===== src/rtl/seq_det_ctrl.sv =====
`default_nettype none
// ============================================================================
// Module  : seq_det_ctrl
// Purpose : Shifts WIDTH-bit words MSB first into a serial sequence detector
//           and counts its matches. Define SEQ_DET_CTRL_FLUSH_EN to reset the
//           detector in a LOAD cycle before every word.
// Rev     : 1.0  initial release
// ============================================================================
module seq_det_ctrl #(
  parameter int WIDTH   = 8,
  parameter int DET_LAT = 1,
  parameter int CNT_W   = 8
) (
  input  logic             clk,
  input  logic             rst,
  input  logic             in_valid,
  input  logic [WIDTH-1:0] in_data,
  output logic             in_ready,
  output logic             det_rst,
  output logic             det_inp,
  input  logic             det_outp,
  input  logic             clr_cnt,
  output logic             busy,
  output logic             word_done,
  output logic [3:0]       word_hits,
  output logic [CNT_W-1:0] match_cnt
);

  typedef enum logic [2:0] {
    IDLE  = 3'd0,
    LOAD  = 3'd1,
    SHIFT = 3'd2,
    DRAIN = 3'd3,
    DONE  = 3'd4
  } state_t;

  localparam logic [3:0]       c_SHIFT_LAST = 4'(WIDTH - 1);
  localparam logic [3:0]       c_DET_LAT    = 4'(DET_LAT);
  localparam logic [3:0]       c_DRAIN_LAST = 4'(DET_LAT - 1);
  localparam logic [CNT_W-1:0] c_CNT_MAX    = '1;

  state_t           r_state;
  logic [WIDTH-1:0] r_shift;
  logic [3:0]       r_bitcnt;
  logic [3:0]       r_hits;
  logic [3:0]       r_word_hits;
  logic [CNT_W-1:0] r_match_cnt;
  logic             w_hit;
  logic             w_to_done;

  // The first DET_LAT shift cycles still reflect the previous detector input.
  assign w_hit = det_outp &&
                 (((r_state == SHIFT) && (r_bitcnt >= c_DET_LAT)) || (r_state == DRAIN));

  assign w_to_done = ((r_state == SHIFT) && (r_bitcnt == c_SHIFT_LAST) && (DET_LAT == 0)) ||
                     ((r_state == DRAIN) && (r_bitcnt == c_DRAIN_LAST));

  always_ff @(posedge clk) begin
    if (rst) begin
      r_state     <= IDLE;
      r_shift     <= '0;
      r_bitcnt    <= '0;
      r_hits      <= '0;
      r_word_hits <= '0;
      r_match_cnt <= '0;
    end else begin
      if (clr_cnt)
        r_match_cnt <= w_hit ? CNT_W'(1) : '0;
      else if (w_hit && (r_match_cnt != c_CNT_MAX))
        r_match_cnt <= r_match_cnt + CNT_W'(1);

      if (w_hit)
        r_hits <= r_hits + 4'd1;

      // Latch the final count together with the entry into DONE so it is
      // visible alongside the word_done pulse.
      if (w_to_done)
        r_word_hits <= r_hits + {3'b000, w_hit};

      case (r_state)
        IDLE: begin
          if (in_valid) begin
            r_shift  <= in_data;
            r_hits   <= '0;
            r_bitcnt <= '0;
`ifdef SEQ_DET_CTRL_FLUSH_EN
            r_state  <= LOAD;
`else
            r_state  <= SHIFT;
`endif
          end
        end
        LOAD: r_state <= SHIFT;
        SHIFT: begin
          r_shift  <= {r_shift[WIDTH-2:0], 1'b0};
          r_bitcnt <= r_bitcnt + 4'd1;
          if (r_bitcnt == c_SHIFT_LAST) begin
            r_bitcnt <= '0;
            r_state  <= (DET_LAT == 0) ? DONE : DRAIN;
          end
        end
        DRAIN: begin
          r_bitcnt <= r_bitcnt + 4'd1;
          if (r_bitcnt == c_DRAIN_LAST)
            r_state <= DONE;
        end
        DONE:    r_state <= IDLE;
        default: r_state <= IDLE;
      endcase
    end
  end

  assign in_ready  = (r_state == IDLE);
  assign busy      = (r_state != IDLE);
  assign word_done = (r_state == DONE);
  assign det_inp   = (r_state == SHIFT) && r_shift[WIDTH-1];
  assign word_hits = r_word_hits;
  assign match_cnt = r_match_cnt;

`ifdef SEQ_DET_CTRL_FLUSH_EN
  assign det_rst = rst || (r_state == LOAD);
`else
  assign det_rst = rst;
`endif

endmodule
`default_nettype wire


===== config.mk =====
export PLATFORM = sky130hd
export DESIGN_NAME = seq_det_ctrl
export DESIGN_NICKNAME = d
export VERILOG_FILES = /design/src/rtl/seq_det_ctrl.sv
export SDC_FILE = /design/constraint.sdc
export NUM_CORES = 1
export LEC_CHECK = 0
export ABC_CLOCK_PERIOD_IN_PS = 2600
export BUFFER_PORTS_ARGS = -buffer_cell sky130_fd_sc_hd__buf_2
export CAP_MARGIN = 20
export CORE_MARGIN = 10
export CORE_UTILIZATION = 34
export DETAILED_ROUTE_END_ITERATION = 7
export PLACE_DENSITY = 0.52
export SLEW_MARGIN = 15
export SYNTH_ARGS = -nofsm -noshare
export SYNTH_HDL_FRONTEND = slang
export SYNTH_SLANG_ARGS = --single-unit

===== constraint.sdc =====
create_clock -name clk -period 2.6 [get_ports clk]
set_input_delay 0.52 -clock clk [delete_from_list [all_inputs] [get_ports clk]]
set_output_delay 0.52 -clock clk [all_outputs]
set_load 0.03 [all_outputs]

; Yosys cells after proc, flatten, opt, wreduce, memory -nomap -nowiden
; Index checks and enable logic that the tools add are counted.
[totals]
output_inout_bits = 17
regBits = 31
inputBits = 13
word_cells = 50
[op_classes]
addsub = 4
n_eq_ne = 9
mux = 15
order_cmp = 1
reduce_logical = 15
[ops]
columns = op, n
row1 = 2-to-1 mux 8 bit, 3
row2 = 2-to-1 mux 4 bit, 5
row3 = case mux 8 bit (2 select lines), 1
row4 = case mux 3 bit (4 select lines), 1
row5 = case mux 4 bit (3 select lines), 1
row6 = 2-to-1 mux 3 bit, 3
row7 = "adder 4 x 1 -> 4 bit, second input constant", 2
row8 = "adder 8 x 1 -> 8 bit, second input constant", 1
row9 = "inequality test 8 bit, second input constant", 1
row10 = "equality test 3 x 2 -> 1 bit, second input constant", 2
row11 = nonzero test 3 bit, 2
row12 = logical AND 1 bit, 5
row13 = adder 4 x 1 -> 4 bit, 1
row14 = "equality test 4 x 3 -> 1 bit, second input constant", 1
row15 = "greater-or-equal comparator 4 x 1 -> 1 bit, second input constant", 1
row16 = zero test 4 bit, 1
row17 = "inequality test 2 x 1 -> 1 bit, second input constant", 2
row18 = AND reduction 2 bit, 2
row19 = nonzero test 2 bit, 2
row20 = "equality test 3 x 1 -> 1 bit, second input constant", 1
row21 = "equality test 3 bit, second input constant", 1
row22 = zero test 3 bit, 1
row23 = AND reduction 3 bit, 1
row24 = "inequality test 2 bit, second input constant", 1
row25 = other kinds (2), 2

; Logic depth before layout (Yosys ltp)
; Gate-level depths: netlist of run 1.
[logic_depth]
depth_word = 7
mapped_depth = 10
depth_no_buf = 10

; Least setup slack after synthesis of run 1
; Ideal clock, no wire load.
[synth_path]
path_kind = reg2reg
from = register r_bitcnt[1]
to = register r_word_hits[2], in the netlist word_hits[2]
n_path_buf = 0
period_less_slack_ns = 2.170
t_arrival_ns = 2.037
path_stages_with_launch = 11
setup_ns = 0.133
required_ns = 2.467
slack_ns = 0.430
path_cell_list = dfxtp_1 inv_1 ha_1 or4b_4 o211ai_4 inv_2 ha_1 ha_1 xor2_1 nor2_1 nor3_1
[synth_between]
elab_chain_cells = 5
word_cells_on_any_way = 7
cone_classes = add/sub: 1 / order compare: 1 / reduce/logical: 5
[synth_rtl]
columns = item, line
row1 = start: declaration, 44  ; logic [3:0] r_bitcnt;
row2 = start signal: assignment, 96  ; r_bitcnt <= r_bitcnt + 4'd1;
row3 = start signal: assignment, 103  ; r_bitcnt <= r_bitcnt + 4'd1;
row4 = greater-or-equal comparator 4 x 1 -> 1 bit, 53  ; (((r_state == SHIFT) && (r_bitcnt >= c_DET_LAT)) || (r_state == DRAIN));
row5 = logical AND 1 bit, 53
row6 = logical OR 1 bit, 53
row7 = logical AND 1 bit, 52  ; assign w_hit = det_outp &&
row8 = adder 4 x 1 -> 4 bit, 78  ; r_word_hits <= r_hits + {3'b000, w_hit};
row9 = end signal: assignment, 78
row10 = end: declaration, 46  ; logic [3:0] r_word_hits;
; Several ways; a longest one is shown, not always the timed one.
; A chain may end at the register's enable or synchronous reset.

; Final worst setup path of run 1
; Same ends and word-level chain as after synthesis.

==> flow_metrics.tcl, run 1 <==
set metrics [dict create \
    total_power_mw 1.09 \
    via_count 1383 \
    io_pins 30 \
    dr.first_iter.drc_count 38 \
    path_cells "inv_1 > ha_1 > or4b_4 > o211ai_4 > inv_2 > ha_1 > ha_1 > xor2_1 > nor2_1 > nor3_1" \
    postCtsSetupBuffers 0 \
    critical_path_class "register to register" \
    critPathSlowestCell "or4b_4" \
    finalHoldViolCount 0 \
    port_buffers 29 \
    synth_cell_type_count 49 \
    tns_ps 0 \
    grt_usage_pct 9.84 \
    via_per_inst 5.34 \
    first_pass_iters 4 \
    ff2ff_path_depth 10 \
    crit_fanout 6 \
    place_congestion 0.852 \
    clkTransAtPathRegs_ps 70 \
    cts_tree "yes" \
    routed-wl-met2_um 1740 \
    start_util_pct 35.6 \
    htree_levels 2 \
    crit_top_cell "ha_1" \
    syn_to_final_growth_pct 19.1 \
    grt_pass1_vias 1389 \
    status "completed" \
    r2r-end "word_hits[2]" \
    worst_pin_slew_ps 452 \
    slew_headroom_pct 69.8 \
    syn_nets 197 \
    die-area_sq_um 7740 \
    max_clock_freq_mhz 447 \
    crit_end "word_hits[2]" \
    yosys_warnings 0 \
    routedWlPerCell_um 14.3 \
    top_layer_used "met4" \
    design_area_sq_um 1870 \
    ant_nets 0 \
    ys_seq_elements 31 \
    drc_errors 0 \
    grt_max_degree 18 \
    regToRegSetupSlack_ps 370 \
    worstPathRequired_ps 2810 \
    syn_inst 176 \
    skew_ps 6.33 \
    min_period_ps 2230 \
    fin_nets 227 \
    postCtsResizedCells 0 \
    cap_violations 0 \
    final_cell_mix "dfxtp_1, buf_2, nor2_1" \
    die_h_um 88.0 \
    rows 24 \
    power.density_nw_per_um2 583 \
    crit_path_max_incr_delay_ps 490 \
    cp.buffers_inverters 2 \
    placed_area_sq_um 1750 \
    wl_um 3700 \
    dp_hpwl_um 2730 \
    crit_family "simple AND/OR/NAND/NOR gates" \
    setup_viol 0 \
    num-fill-cells 441 \
    dr_wl_met3_um 294 \
    clock_latency_ps 280 \
    syn_area_sq_um 1570 \
    max-vdd-ir-drop_mv 0.277 \
    async_flop_share_pct 0 \
    hold_class "register to register" \
    cts-root-buf "clkbuf_8" \
    fp.dieW_um 88.0 \
    antenna_found_initial 0 \
    drive_gt1_share_pct 24.2 \
    avgSynthCellArea_sq_um 8.92 \
    synth_edf_count 0 \
    clockBufferDepth 2 \
    numCtsBuffers 5 \
    grt_pass1_wl_um 6170 \
    design.core.area_sq_um 4410 \
    end_kind "register" \
    antenna_cells 0 \
    crit_start "r_bitcnt[1]" \
    crit_cells 10 \
    leakage_nw 0.762 \
    fin_util_pct 42.4 \
    period_share_pct 86.0 \
    wl_met1_um 1610 \
    grt-ovfl-total 0 \
    arrival_ps 2440 \
    clock_sinks 31 \
    grt_setup_unrepaired "false" \
    synth_seq_area_share_pct 39.5 \
    synth_ff_type "dfxtp_1" \
    start_kind "register" \
    holdBufCountCts 0 \
    reg2reg_from "r_bitcnt[1]" \
    drv_slew 0 \
    layout_commonest_cell "dfxtp_1" \
]
[cells in the mapped netlist, types with 4 or more instances]
cell type	n	area share, %
o31ai_1	4	1.9
nor2_1	19	4.5
dfxtp_1	31	40
nor3_1	6	1.9
a211oi_1	8	3.8
mux2i_1	8	5.1
nand2_1	10	2.4
nand3_1	10	3.2
clkbuf_1	4	0.96
inv_1	6	1.4
a21oi_1	14	4.5
ha_1	8	6.4
[layout make-up]
class                           count  area [sq um]  area share [%]
Multi-Input combinational cell    128           866            46.3
Sequential cell                    31           621            33.2
Timing Repair Buffer               33           175            9.36
Clock buffer                        6          82.6            4.41
Tap cell                           52          65.1            3.48
Clock inverter                      2          35.0            1.87
Inverter                            7          26.3            1.40
[per-layer routing]
metal  GRT usage [%]  up-vias
met5               0        -
met4            3.91        0
met3            4.36        7
met2            16.5       33
met1            10.6      649
li1                -      694
[logic make-up after synthesis]
| family | synth area share [%] |
|---|---|
| compound gates | 17.5 |
| simple gates | 24.5 |
| mux | 5.10 |
| buf+inv | 5.34 |
| flops | 39.5 |
| fa+ha+maj | 6.37 |
| xor+xnor | 1.67 |
[power breakdown]
group          switching, mW  internal [mW]  total, mW  leakage (nW)
combinational         0.0589         0.0416      0.101         0.449
sequential            0.0103          0.489      0.499         0.252
clock                  0.181          0.310      0.491        0.0612
total                  0.250          0.840       1.09         0.762
[worst min path at each step]
stage                 start      endpoint  slack (ps)  cells after the start
6_report       word_hits[0]  word_hits[0]         470                      2
5_1_grt        word_hits[1]  word_hits[1]         500                      2
4_1_cts        word_hits[0]  word_hits[0]         470                      2
3_5_place_dp   word_hits[0]  word_hits[0]         460                      2
3_3_place_gp   word_hits[0]  word_hits[0]         450                      2
2_1_floorplan    r_shift[0]    r_shift[0]         460                      2
[flip-flops by register name, summed over array words and instances (netlist names)]
name	flops
r_hits	4
r_state	3
r_bitcnt	4
word_hits	4
match_cnt	8
r_shift	8
[per-stage QoR]
step / cells / setup WS [ps] / hold slack (ps)
3_5_place_dp: 251 / 383 / 458
5_1_grt: 259 / 260 / 498
3_3_place_gp: 251 / 444 / 450
4_1_cts: 259 / 359 / 468
2_1_floorplan: 176 / 430 / 461
6_report: 259 / 365 / 466
[worst min-delay path, cell delays in order, from the launching register on]
cell and delay [ps]:
dfxtp_1 320, nand2_1 50, a21oi_1 50
No activity file was read; power rests on OpenSTA's default activity.
==> run 2: changes to the inputs <==
Settings changed: CORE_UTILIZATION 34 to 35, PLACE_DENSITY 0.52 to 0.53.
==> run 2 against run 1 <==
  * Via count is 1.2% lower
  * Sequential share of layout area is 0.68 points higher
  * Non-clock buffer count is 1 lower
  * Setup slack better by 16 ps
  * Highest routed layer unchanged
==> flow_metrics.tcl, run 2 (same netlist as run 1, synthesis figures left out) <==
set metrics [dict create \
    cap_violations 0 \
    max-vdd-ir-drop_mv 0.309 \
    via_per_inst 5.32 \
    p_int_uw 737 \
    min_period_ps 2220 \
    path_cells "inv_1 > ha_1 > or4b_4 > o211ai_4 > inv_2 > ha_1 > ha_1 > xor2_1 > nor2_1 > nor3_1" \
    holdWs_ps 450 \
    postCtsSetupBuffers 0 \
    arrival_ps 2370 \
    die-area_sq_um 7570 \
    grt_usage_pct 9.98 \
    wl_um 3630 \
    layout_commonest_cell "dfxtp_1" \
    numCtsBuffers 5 \
    first_pass_iters 4 \
    hold_class "register to register" \
    placed_area_sq_um 1750 \
    fin_util_pct 42.1 \
    status "completed" \
    grt_max_degree 25 \
    clockBufferDepth 2 \
    p_clk_share_pct 38.7 \
    htree_levels 2 \
    worstPathRequired_ps 2750 \
    io_pins 30 \
    comb_power_share_pct 10.3 \
    dr.first_iter.drc_count 60 \
    crit_fanout 6 \
    grt_setup_unrepaired "false" \
    p_sw_share_pct 24.6 \
    crit_path_max_incr_delay_ps 490 \
    rows 24 \
    syn_to_final_growth_pct 16.7 \
    routedWlPerCell_um 14.1 \
    start_kind "register" \
    start_util_pct 36.1 \
    fin_nets 226 \
    drive_gt1_share_pct 23.4 \
    clock_sinks 31 \
    place_congestion 0.814 \
    finalHoldViolCount 0 \
    final_cell_mix "dfxtp_1, buf_2, nor2_1" \
    power_frac_seq_pct 51.0 \
    antenna_found_initial 0 \
    grt-ovfl-total 0 \
    die_h_um 87.0 \
    critPathSlowestCell "or4b_4" \
    antenna_cells 0 \
    clkTransAtPathRegs_ps 70 \
    slew_headroom_pct 70.4 \
    setup_ws_ps 381 \
    leakage_nw 0.743 \
    switching_power_uw 241 \
    multi_input_area_sq_um 866 \
    holdBufCountCts 0 \
    crit_top_cell "ha_1" \
    max_clock_freq_mhz 451 \
    design.core.area_sq_um 4350 \
    setup_viol 0 \
    grt_pass1_vias 1347 \
    end_kind "register" \
    grt_pass1_wl_um 6150 \
    skew_ps 5.10 \
    worst_pin_slew_ps 445 \
    dp_slack_ps 379 \
    design_area_sq_um 1830 \
    dp_hpwl_um 2770 \
    regArea_sq_um 621 \
    tns_ps 0 \
    period_share_pct 85.3 \
    ant_nets 0 \
    cts-root-buf "clkbuf_8" \
    num-fill-cells 446 \
    critical_path_class "register to register" \
    cts_tree "yes" \
    drc_errors 0 \
    clock_latency_ps 280 \
    port_buffers 29 \
    drv_slew 0 \
    via_count 1367 \
    power.density_nw_per_um2 534 \
    postCtsResizedCells 0 \
    fp.dieW_um 87.0 \
]
run 2: critical path: cells and delay by family, from the launching register on:
kind,cells,cell delay [ps]
and+or+nand+nor,3,630
buffers and inverters,2,190
xor gates and xnor gates,1,140
DFF,1,380
AOI/OAI and AO/OA,1,180
adders and majority gates,3,580
run 2: worst paths after layout:
| kind | slack (ps) | to | depth (start not counted) | startpoint |
|---|---|---|---|---|
| min reg2reg | 450 | word_hits[0] | 2 | word_hits[0] |
| max reg2reg | 380 | word_hits[2] | 10 | r_bitcnt[1] |
| min | 450 | word_hits[0] | 2 | word_hits[0] |
| max | 380 | word_hits[2] | 10 | r_bitcnt[1] |
run 2: area by class of cell:
class	instances	area share [%]
clock buffers	6	4.51
well taps	52	3.55
repair buffers	32	9.15
flip-flops and latches	31	33.9
clock inverters	1	0.273
inverters	7	1.43
multi-input cells	128	47.2
run 2: metrics by stage:
stage	total power, mW	cells
2_1_floorplan	0.583	176
3_3_place_gp	0.606	250
3_5_place_dp	0.611	250
4_1_cts	1.00	257
5_1_grt	1.04	257
6_report	0.978	257
run 2: routing by layer:
metal	global-route usage, %	vias to the layer above	share of wire [%]
met5	0	-	0
met1	10.2	639	41
li1	-	689	-
met2	16.9	32	48
met4	4.57	0	2.1
met3	4.68	7	8.6
run 2: power groups by stage:
| stage | Combinational, mW | Sequential [mW] | Clock (mW) |
|---|---|---|---|
| 5_1_grt | 0.113 | 0.500 | 0.424 |
| 4_1_cts | 0.102 | 0.499 | 0.399 |
| 3_3_place_gp | 0.0971 | 0.509 | 0 |
| 3_5_place_dp | 0.101 | 0.510 | 0 |
| 6_report | 0.100 | 0.499 | 0.379 |
| 2_1_floorplan | 0.0744 | 0.508 | 0 |
==> run 3: changes to the inputs <==
--- a/config.mk
+++ b/config.mk
@@ -14,2 +14,3 @@
 export PLACE_DENSITY = 0.53
+export RECOVER_POWER = 100
 export SLEW_MARGIN = 15
--- a/constraint.sdc
+++ b/constraint.sdc
@@ -3,2 +3,2 @@
 set_output_delay 0.52 -clock clk [all_outputs]
-set_load 0.03 [all_outputs]
+set_load 0.005 [all_outputs]
==> run 3 against run 2 <==
  * Clock skew hardly changed
  * Non-clock buffer count is the same
  * Design area shrank 1.4%
  * Core utilization shrank 0.57 points
  * Worst hold slack better by 3.7 ps
  * Via count grew 1.3%
  * First-iteration DRC count decreased by 40%
  * Critical endpoint unchanged
  * Largest power group unchanged
==> flow_metrics.tcl, run 3 (same netlist as run 1, synthesis figures left out) <==
set metrics [dict create \
    dp_hpwl_um 2680 \
    min_period_ps 2310 \
    fin_nets 226 \
    leakage_nw 0.680 \
    grt_pass1_wl_um 5880 \
    design_area_sq_um 1810 \
    place_congestion 0.824 \
    cts-root-buf "clkbuf_8" \
    clockBufferDepth 2 \
    holdBufCountCts 0 \
    fin_util_pct 41.5 \
    wl_um 3530 \
    postCtsSetupBuffers 0 \
    syn_to_final_growth_pct 15.1 \
    grt-ovfl-total 0 \
    drc_errors 0 \
    die-area_sq_um 7570 \
    end_kind "register" \
    start_kind "register" \
    die_h_um 87.0 \
    skew_ps 4.97 \
    io_pins 30 \
    crit_top_cell "ha_1" \
    num-fill-cells 460 \
    antenna_cells 0 \
    slew_headroom_pct 29.5 \
    p_clk_share_pct 41.5 \
    max-vdd-ir-drop_mv 0.268 \
    dr.first_iter.drc_count 36 \
    ant_nets 0 \
    holdWs_ps 454 \
    regToRegSetupSlack_ps 290 \
    layout_commonest_cell "dfxtp_1" \
    placed_area_sq_um 1750 \
    rows 24 \
    cap_violations 0 \
    htree_levels 2 \
    crit_family "simple AND/OR/NAND/NOR gates" \
    stdcell_count 258 \
    numCtsBuffers 5 \
    cp.buffers_inverters 2 \
    power.density_nw_per_um2 554 \
    setup_viol 0 \
    clkTransAtPathRegs_ps 60 \
    start_util_pct 36.1 \
    worstPathRequired_ps 2730 \
    critical_path_class "register to register" \
    arrival_ps 2440 \
    final_cell_mix "dfxtp_1, nor2_1, clkbuf_1" \
    cts_tree "yes" \
    status "completed" \
    grt_usage_pct 9.60 \
    drive_gt1_share_pct 13.1 \
    tns_ps 0 \
    via_per_inst 5.37 \
    via_count 1385 \
    worst_pin_slew_ps 1060 \
    comb_power_share_pct 8.7 \
    crit_path_max_incr_delay_ps 510 \
    first_pass_iters 5 \
    drv_slew 0 \
    path_cells "inv_1 > ha_1 > or4b_1 > o211ai_4 > inv_1 > ha_1 > ha_1 > xor2_1 > nor2_1 > nor3_1" \
    max_clock_freq_mhz 433 \
    multi_input_area_sq_um 852 \
    dp.cells 250 \
    grt_max_degree 25 \
    routedWlPerCell_um 13.7 \
    critPathSlowestCell "or4b_1" \
    design.core.area_sq_um 4350 \
    regArea_sq_um 621 \
    port_buffers 29 \
    fp.dieW_um 87.0 \
    postCtsResizedCells 0 \
    switching_power_uw 234 \
    p_sw_share_pct 23.4 \
    clock_sinks 31 \
    period_share_pct 88.8 \
    p_int_uw 767 \
    clock_latency_ps 280 \
    grt_setup_unrepaired "false" \
    power_frac_seq_pct 49.8 \
    hold_class "register to register" \
    finalHoldViolCount 0 \
    crit_fanout 6 \
    antenna_found_initial 0 \
    grt_pass1_vias 1328 \
]
## run 3: through the flow
stage / setup slack, ps / power (mW)
final: 290 / 1.00
after global routing: 140 / 1.06
after CTS: 383 / 1.02
after detailed placement: 387 / 0.602
after global placement: 434 / 0.597
after floorplan: 430 / 0.575
## run 3: final timing paths
| kind | end | start | depth (start not counted) |
|---|---|---|---|
| hold / removal | word_hits[0] | word_hits[0] | 2 |
| hold reg to reg | word_hits[0] | word_hits[0] | 2 |
| setup / recovery | word_hits[2] | r_bitcnt[1] | 10 |
| setup reg to reg | word_hits[2] | r_bitcnt[1] | 10 |
## run 3: power by group through the flow
stage	sequential, mW	combinational, mW	clock [mW]
3_3_place_gp	0.509	0.0889	0
5_1_grt	0.500	0.0986	0.462
2_1_floorplan	0.507	0.0674	0
4_1_cts	0.498	0.0933	0.430
6_report	0.499	0.0873	0.415
3_5_place_dp	0.509	0.0929	0
## run 3: cell type report
class	instances	area share [%]
Clock buffer	8	5.54
Inverter	7	1.45
Multi-Input combinational cell	128	47.1
Sequential cell	31	34.3
Tap cell	52	3.60
Timing Repair Buffer	32	7.96
## run 3: tightest hold or removal path, delay by kind of cell (launching register included)
family | cells | cell delay (ps)
AOI/OAI and AO/OA | 1 | 50
and+or+nand+nor | 1 | 50
DFF | 1 | 310
## run 3: per-layer routing
metal	vias up	track usage, %	wire (um)
met3	8	5.43	284
met4	0	4.12	77
li1	698	-	-
met1	649	8.87	1520
met5	-	0	0
met2	30	16.9	1650
